**config.mk**
```make
export PLATFORM = sky130hd
export DESIGN_NAME = rom_rd_arbiter
export DESIGN_NICKNAME = d
export VERILOG_FILES = /design/src/rtl/rom_rd_arbiter_pkg.sv /design/src/rtl/rom_rd_arbiter_rr_pick.sv /design/src/rtl/rom_rd_arbiter.sv
export SDC_FILE = /design/constraint.sdc
export NUM_CORES = 1
export LEC_CHECK = 0
export BUFFER_PORTS_ARGS = -buffer_cell sky130_fd_sc_hd__buf_4
export CORE_ASPECT_RATIO = 0.9
export CORE_MARGIN = 3
export CORE_UTILIZATION = 40
export DETAILED_ROUTE_END_ITERATION = 10
export GPL_TIMING_DRIVEN = 0
export PLACE_DENSITY = 0.7
export REMOVE_ABC_BUFFERS = 1
export SYNTH_ARGS = -nofsm -noshare
export SYNTH_HDL_FRONTEND = slang
export SYNTH_HIERARCHICAL = 1
export SYNTH_SLANG_ARGS = --single-unit
```
**constraint.sdc**
```tcl
create_clock -name clk -period 5.7 [get_ports clk]
set_input_delay 0.57 -clock clk [delete_from_list [all_inputs] [get_ports clk]]
set_output_delay 0.57 -clock clk [all_outputs]
set_load 0.01 [all_outputs]
```
**src/rtl/rom_rd_arbiter_pkg.sv**
```systemverilog
// Shared constants and FSM encoding for the ROM read arbiter.
// ROM_RD_ARB_SETTLE_EN adds a SETTLE state to the encoding for slow LUT-ROM timing.
package rom_rd_pkg;

   localparam int ROM_AW = 4;
   localparam int ROM_DW = 8;

`ifdef ROM_RD_ARB_SETTLE_EN
   typedef enum logic [1:0] {
      IDLE,
      SETTLE,
      READ,
      RESP
   } state_t;
`else
   typedef enum logic [1:0] {
      IDLE,
      READ,
      RESP
   } state_t;
`endif

endpackage

```
**src/rtl/rom_rd_arbiter_rr_pick.sv**
```systemverilog
// Combinational round-robin picker: the first set request after i_last_gnt,
// wrapping modulo NREQ.
module rr_pick #(
   parameter  int NREQ = 4,
   localparam int IDW  = $clog2(NREQ)
) (
   input  logic [NREQ-1:0] i_req,
   input  logic [IDW-1:0]  i_last_gnt,
   output logic            o_found,
   output logic [NREQ-1:0] o_gnt_oh,
   output logic [IDW-1:0]  o_gnt_idx
);

   logic [IDW-1:0] w_cand;

   always_comb begin
      o_found   = 1'b0;
      o_gnt_oh  = '0;
      o_gnt_idx = '0;
      w_cand    = '0;
      // Scan starts one past the last grantee so the previous winner is checked last.
      for (int unsigned k = 1; k <= NREQ; k++) begin
         w_cand = IDW'((32'(i_last_gnt) + k) % NREQ);
         if (!o_found && i_req[w_cand]) begin
            o_found          = 1'b1;
            o_gnt_idx        = w_cand;
            o_gnt_oh[w_cand] = 1'b1;
         end
      end
   end

endmodule

```
**src/rtl/rom_rd_arbiter.sv**
```systemverilog
// Round-robin arbiter sharing one 16x8 LUT ROM among NREQ requesters.
// Define ROM_RD_ARB_SETTLE_EN to hold rom_a one extra cycle before data capture.
module rom_rd_arbiter
   import rom_rd_pkg::*;
#(
   parameter  int NREQ = 4,
   localparam int IDW  = $clog2(NREQ)
) (
   input  logic                   clk,
   input  logic                   rst_n,
   input  logic [NREQ-1:0]        req,
   input  logic [ROM_AW*NREQ-1:0] addr,
   output logic [NREQ-1:0]        ack,
   output logic [NREQ-1:0]        rvalid,
   output logic [ROM_DW-1:0]      rdata,
   output logic                   busy,
   output logic [ROM_AW-1:0]      rom_a,
   input  logic [ROM_DW-1:0]      rom_o
);

   state_t              r_state;
   state_t              w_next;
   logic [IDW-1:0]      r_id;
   logic [IDW-1:0]      r_last_gnt;
   logic [ROM_AW-1:0]   r_rom_a;
   logic [ROM_DW-1:0]   r_rdata;

   logic                w_found;
   logic [NREQ-1:0]     w_gnt_oh;
   logic [IDW-1:0]      w_gnt_idx;
   logic [ROM_AW-1:0]   w_addr_sel;
   logic                w_load;
   logic                w_capture;

   rr_pick #(
      .NREQ (NREQ)
   ) u_pick (
      .i_req      (req),
      .i_last_gnt (r_last_gnt),
      .o_found    (w_found),
      .o_gnt_oh   (w_gnt_oh),
      .o_gnt_idx  (w_gnt_idx)
   );

   always_comb begin
      w_addr_sel = '0;
      for (int unsigned i = 0; i < NREQ; i++) begin
         if (w_gnt_idx == IDW'(i)) begin
            w_addr_sel = addr[i*ROM_AW +: ROM_AW];
         end
      end
   end

   always_ff @(posedge clk or negedge rst_n) begin
      if (!rst_n) begin
         r_state <= IDLE;
      end else begin
         r_state <= w_next;
      end
   end

   always_comb begin
      w_next    = r_state;
      ack       = '0;
      rvalid    = '0;
      w_load    = 1'b0;
      w_capture = 1'b0;
      case (r_state)
         IDLE: begin
            if (w_found) begin
               ack    = w_gnt_oh;
               w_load = 1'b1;
`ifdef ROM_RD_ARB_SETTLE_EN
               w_next = SETTLE;
`else
               w_next = READ;
`endif
            end
         end
`ifdef ROM_RD_ARB_SETTLE_EN
         SETTLE: begin
            w_next = READ;
         end
`endif
         READ: begin
            w_capture = 1'b1;
            w_next    = RESP;
         end
         RESP: begin
            rvalid = NREQ'(1) << r_id;
            w_next = IDLE;
         end
         default: begin
            w_next = IDLE;
         end
      endcase
   end

   // rom_a and rdata are only ever loaded, never cleared, so they hold while idle.
   always_ff @(posedge clk or negedge rst_n) begin
      if (!rst_n) begin
         r_rom_a    <= '0;
         r_rdata    <= '0;
         r_id       <= '0;
         r_last_gnt <= IDW'(NREQ - 1);
      end else begin
         if (w_load) begin
            r_rom_a    <= w_addr_sel;
            r_id       <= w_gnt_idx;
            r_last_gnt <= w_gnt_idx;
         end
         if (w_capture) begin
            r_rdata <= rom_o;
         end
      end
   end

   assign busy  = (r_state != IDLE);
   assign rom_a = r_rom_a;
   assign rdata = r_rdata;

endmodule

```
# Yosys cells after proc, flatten, opt, wreduce, memory -nomap -nowiden
# Cells that the tools add are included.
# classes
n_addsub	4
n_mul	0
div	0
order_cmp	8
eq_ne	6
n_shift	1
muxes	40
bitwise_logic	3
n_reduce_logical	13
# op_table
operator	count
2-to-1 mux 4 bit	11
2-to-1 mux 1 bit	15
less-than comparator 2 x 3 -> 1 bit (second input constant)	4
OR 4 bit	3
2-to-1 mux 2 bit	5
binary-select mux 1 bit (select 2 bit)	4
demux 1 bit (select 2 bit)	4
>= comparator 2 x 1 -> 1 bit (second input constant)	4
logical AND 1 bit	7
equality test 2 bit (second input constant)	3
adder 2 x 1 -> 2 bit (second input constant)	2
adder 2 bit (second input constant)	2
equality test 2 x 1 -> 1 bit (second input constant)	2
zero test 2 bit	2
one-hot mux 2 bit (2 select lines)	1
left shift 1 x 2 -> 4 bit (first input constant)	1
zero test 1 bit	3
inequality test 2 x 1 -> 1 bit (second input constant)	1
nonzero test 2 bit	1
# totals
regBits	18
latch_bits	0
ram_bits	0
rom_bits	0
input_bits	30
memories	0

# Longest topological paths before layout
# logic_depth
ltp_word	18
ltp_mapped	12
depth_no_buf	8

# Cells and area by module
# Netlist, hierarchy kept.
# modules_own_cells
module	instances	cells_each	area_per_inst_um2
rom_rd_arbiter	1	53	854.6
rr_pick	1	85	631.9

# Worst setup path before layout
# OpenSTA, ideal clock, no wires.
# synth_timing
path_kind	reg2reg
from	reg r_last_gnt[0]
to	reg r_rom_a[0] (netlist: rom_a[0])
arrival_ps	3190
required_time_ps	5575
path_slack_ps	2384
stages_incl_launch_ff	13
period_less_slack_ps	3316
path_cell_list	dfstp_2 -> buf_6 -> buf_2 -> inv_1 -> ha_1 -> clkbuf_1 -> a21oi_1 -> a211oi_1 -> a311o_1 -> a221oi_1 -> buf_6 -> mux4_2 -> mux2_4
# synth_between
elab_chain_len	18
elab_cells_between_ends	36
# synth_lines
element	line_no	source
start: declaration	rom_rd_arbiter.sv:24	logic [IDW-1:0] r_last_gnt;
start signal: assignment	rom_rd_arbiter.sv:105	r_last_gnt <= IDW'(NREQ - 1);
start signal: assignment	rom_rd_arbiter.sv:110	r_last_gnt <= w_gnt_idx;
adder 2 x 1 -> 2 bit	rom_rd_arbiter_rr_pick.sv:23	w_cand = IDW'((32'(i_last_gnt) + k) % NREQ);
binary-select mux 1 bit (select 2 bit)	rom_rd_arbiter_rr_pick.sv:24	if (!o_found && i_req[w_cand]) begin
2-to-1 mux 1 bit (implied by the code)	rom_rd_arbiter_rr_pick.sv:24	
2-to-1 mux 1 bit	rom_rd_arbiter_rr_pick.sv:24	
zero test 1 bit	rom_rd_arbiter_rr_pick.sv:24	
logical AND 1 bit	rom_rd_arbiter_rr_pick.sv:24	
2-to-1 mux 1 bit	rom_rd_arbiter_rr_pick.sv:24	
zero test 1 bit	rom_rd_arbiter_rr_pick.sv:24	
logical AND 1 bit	rom_rd_arbiter_rr_pick.sv:24	
2-to-1 mux 1 bit	rom_rd_arbiter_rr_pick.sv:24	
zero test 1 bit	rom_rd_arbiter_rr_pick.sv:24	
logical AND 1 bit	rom_rd_arbiter_rr_pick.sv:24	
2-to-1 mux 2 bit *	rom_rd_arbiter_rr_pick.sv:24	
net w_gnt_idx[0]	rom_rd_arbiter.sv:30	logic [IDW-1:0] w_gnt_idx;
zero test 2 bit	rom_rd_arbiter.sv:48	if (w_gnt_idx == IDW'(i)) begin
2-to-1 mux 4 bit (3 in a row)	rom_rd_arbiter.sv:48	
2-to-1 mux 4 bit *	rom_rd_arbiter.sv:48	
end signal: assignment	rom_rd_arbiter.sv:108	r_rom_a <= w_addr_sel;
end: declaration	rom_rd_arbiter.sv:25	logic [ROM_AW-1:0] r_rom_a;
# The timed path passes the listed nets; every way through them passes the cells marked *. The select of a mux whose other input is x is not followed.
# A chain may end at the register's enable or synchronous reset.

# Worst setup path in the final report
# layout_timing
from	reg r_last_gnt[0]
to	reg r_rom_a[1] (netlist: rom_a[1])
# Same word-level chain as after synthesis.

==> results.yml <==
status:
  status: "complete, no violations"
worst_setup_path:
  worstPathMaxFanout: 21
  cp.required_ns: 5.84
  cp-end-kind: "flip-flop"
  crit_arrival_ns: 4.10
  path_class: "flip-flop to flip-flop"
  startpoint_type: "flip-flop"
cts:
  tritoncts: "done"
  clk_latency_ns: 0.26
  ctsResizeCount: 0
  cts_buffers: 3
  holdBufCountCts: 0
  postCtsSetupBuffers: 0
  clock_sinks: 18
  clock_path_buffers: 2
  root_buffer: "clkbuf_8"
  path_clk_slew_ns: 0.07
  htree_levels: 1
yosys:
  synthArstFlopShare_pct: 100
  yosys_warnings: 6
  ys_ff_latch: 18
  synth_top_cell_area_share_pct: 26.9
  yosysMostFrequentCell: "dfrtp_1"
  postSynthAreaPerCell_um2: 10.8
  synth_ff_type: "dfrtp_1"
  synth-seq-area-share_pct: 30.5
  synth_edf_count: 0
  synth_top_area_cell: "dfrtp_1"
  synth_common_cells: "16 x dfrtp_1, 13 x mux2_2, 9 x inv_1, 8 x ha_1"
  ys_types: 39
  synthCells: 138
  netlist_top_cells_area: "dfrtp_1 27%, mux2_2 9.8%, mux4_2 9.1%"
  syn_area_um2: 1490
sta:
  max_freq_mhz: 253
  finClkSkew_ns: 0.00357
  slew_headroom_pct: 26.7
  finalSetupViolations: 0
  worstMarginPinSlew_ns: 1.10
  final_hold_viol_count: 0
  fin_crit_sh_pct: 69.5
  min_period_ns: 3.96
  finalMaxSlewViolations: 0
  fin_setup_tns_ns: 0
  rsz0062_at_grt: "no"
floorplan:
  die_area_um2: 4480
  rows: 20
  start_util_pct: 42.7
  io_pins: 51
  die_y_um: 63.8
  core-area_um2: 3480
  die_x_um: 70.3
worst_hold_path:
  hold_path_class: "primary input to asynchronous set/reset pin"
flow_run:
  maxCapViolations: 0
drt:
  postRouteWirelength_um: 3580
  drt_iter0_drc: 63
  wl_per_cell_um: 15.9
  route.vias.total: 1321
  via_per_inst: 5.87
  detail-route-antenna-nets: 0
  first_pass_iters: 4
  drc_errors: 0
place:
  placed_cells: 221
  portBuffers: 50
  post-dp-hpwl_um: 2730
  place.gp.congestion: 0.890
  place_area_um2: 1840
layout:
  final_area_um2: 1900
  utilization_pct: 54.6
  fin_cells: 225
  nets: 220
  drive_gt1_share_pct: 45.9
  area_delta_synth_final_pct: 27.8
  diodes: 0
global_routing:
  grt_max_degree: 22
  antenna_found_initial: 0
  groute.usage.overall_pct: 16.1
  grt_pass1_wl_um: 5980
  grt-ovfl-total: 0
  grt_pass1_vias: 1268
power:
  total_leakage_power_nw: 0.861
  peakVddDrop_mv: 0.238
  powerDensity_nw_per_um2: 549
through the flow:
stage	hold slack [ns]	setup WS [ns]	power, mW
2_1_floorplan	0.274	2.18	0.715
3_3_place_gp	0.442	1.71	0.919
3_5_place_dp	0.449	1.69	0.942
4_1_cts	0.170	1.67	1.05
5_1_grt	0.174	1.44	1.12
6_report	0.164	1.74	1.04
registers in the layout, summed over array words and instances (netlist names):
| signal | count |
|---|---|
| r_last_gnt | 2 |
| rdata | 8 |
| r_state | 2 |
| rom_a | 4 |
| r_id | 2 |
routing by layer:
layer / vias to the layer above / routed length (um) / GRT usage [%]
li1: 615 / - / -
met1: 645 / 1490 / 21.3
met2: 54 / 1840 / 27.1
met3: 7 / 228 / 3.46
met4: 0 / 20 / 3.11
met5: - / 0 / 0
path summary, 6_finish.rpt:
path | from | endpoint | slack, ns | cells past startpoint
max in group asynchronous | rst_n | r_last_gnt[1]$_DFFE_PN1P_ | 5.28 | 1
max reg2reg | r_last_gnt[0]$_DFFE_PN1P_ | rom_a[1]$_DFFE_PN0P_ | 1.74 | 7
min | rst_n | rdata[3]$_DFFE_PN0N_ | 0.16 | 1
min reg2reg | rdata[7]$_DFFE_PN0N_ | rdata[7]$_DFFE_PN0N_ | 0.51 | 1
min in group clk | rdata[7]$_DFFE_PN0N_ | rdata[7]$_DFFE_PN0N_ | 0.51 | 1
max | r_last_gnt[0]$_DFFE_PN1P_ | rom_a[1]$_DFFE_PN0P_ | 1.74 | 7
critical path, stage by stage (launching register included):
cell	delay, ns
dfstp_2	0.80
inv_1	0.18
ha_1	0.53
inv_1	0.23
a311o_1	0.31
a221oi_1	0.91
mux4_2	0.61
mux2_4	0.26
power by group:
group	internal, mW	total [mW]	switching [mW]
registers	0.202	0.281	0.0790
logic	0.351	0.658	0.307
clock network	0.0614	0.103	0.0420
area by class of cell:
| class | count | area (um^2) |
|---|---|---|
| fillers | 304 | 1580 |
| multi-input cells | 100 | 927 |
| repair buffers | 50 | 375 |
| flip-flops and latches | 18 | 453 |
| well taps | 44 | 55.1 |
| inverters | 9 | 33.8 |
| clock buffers | 4 | 55.1 |
kinds of logic (layout without fill, tap and decap cells):
| logic type | Yosys count | count (layout) | synth area share (%) |
|---|---|---|---|
| DFF | 18 | 18 | 30.5 |
| and+or+nand+nor | 39 | 39 | 16.8 |
| AOI/OAI and AO/OA | 27 | 27 | 13.9 |
| buffers and inverters | 20 | 63 | 7.15 |
| adders and majority gates | 8 | 8 | 6.73 |
| muxes | 26 | 26 | 25.0 |
cell usage in the layout (no fill, tap or decap), types with 3 or more instances in the layout:
cell type   n
a21oi_1     4
or3_1       5
mux2i_1     3
buf_4      50
nand4_1     6
nand2_1     6
dfrtp_1    16
o31ai_1     4
nand2b_1    3
inv_1       9
nor4bb_1    3
nor2_1      3
mux4_2      6
clkbuf_8    4
mux2_4      4
a31oi_1     5
mux2_2     13
and2_1      4
a2111o_1    4
ha_1        8
No activity file was read; power rests on OpenSTA's default activity.
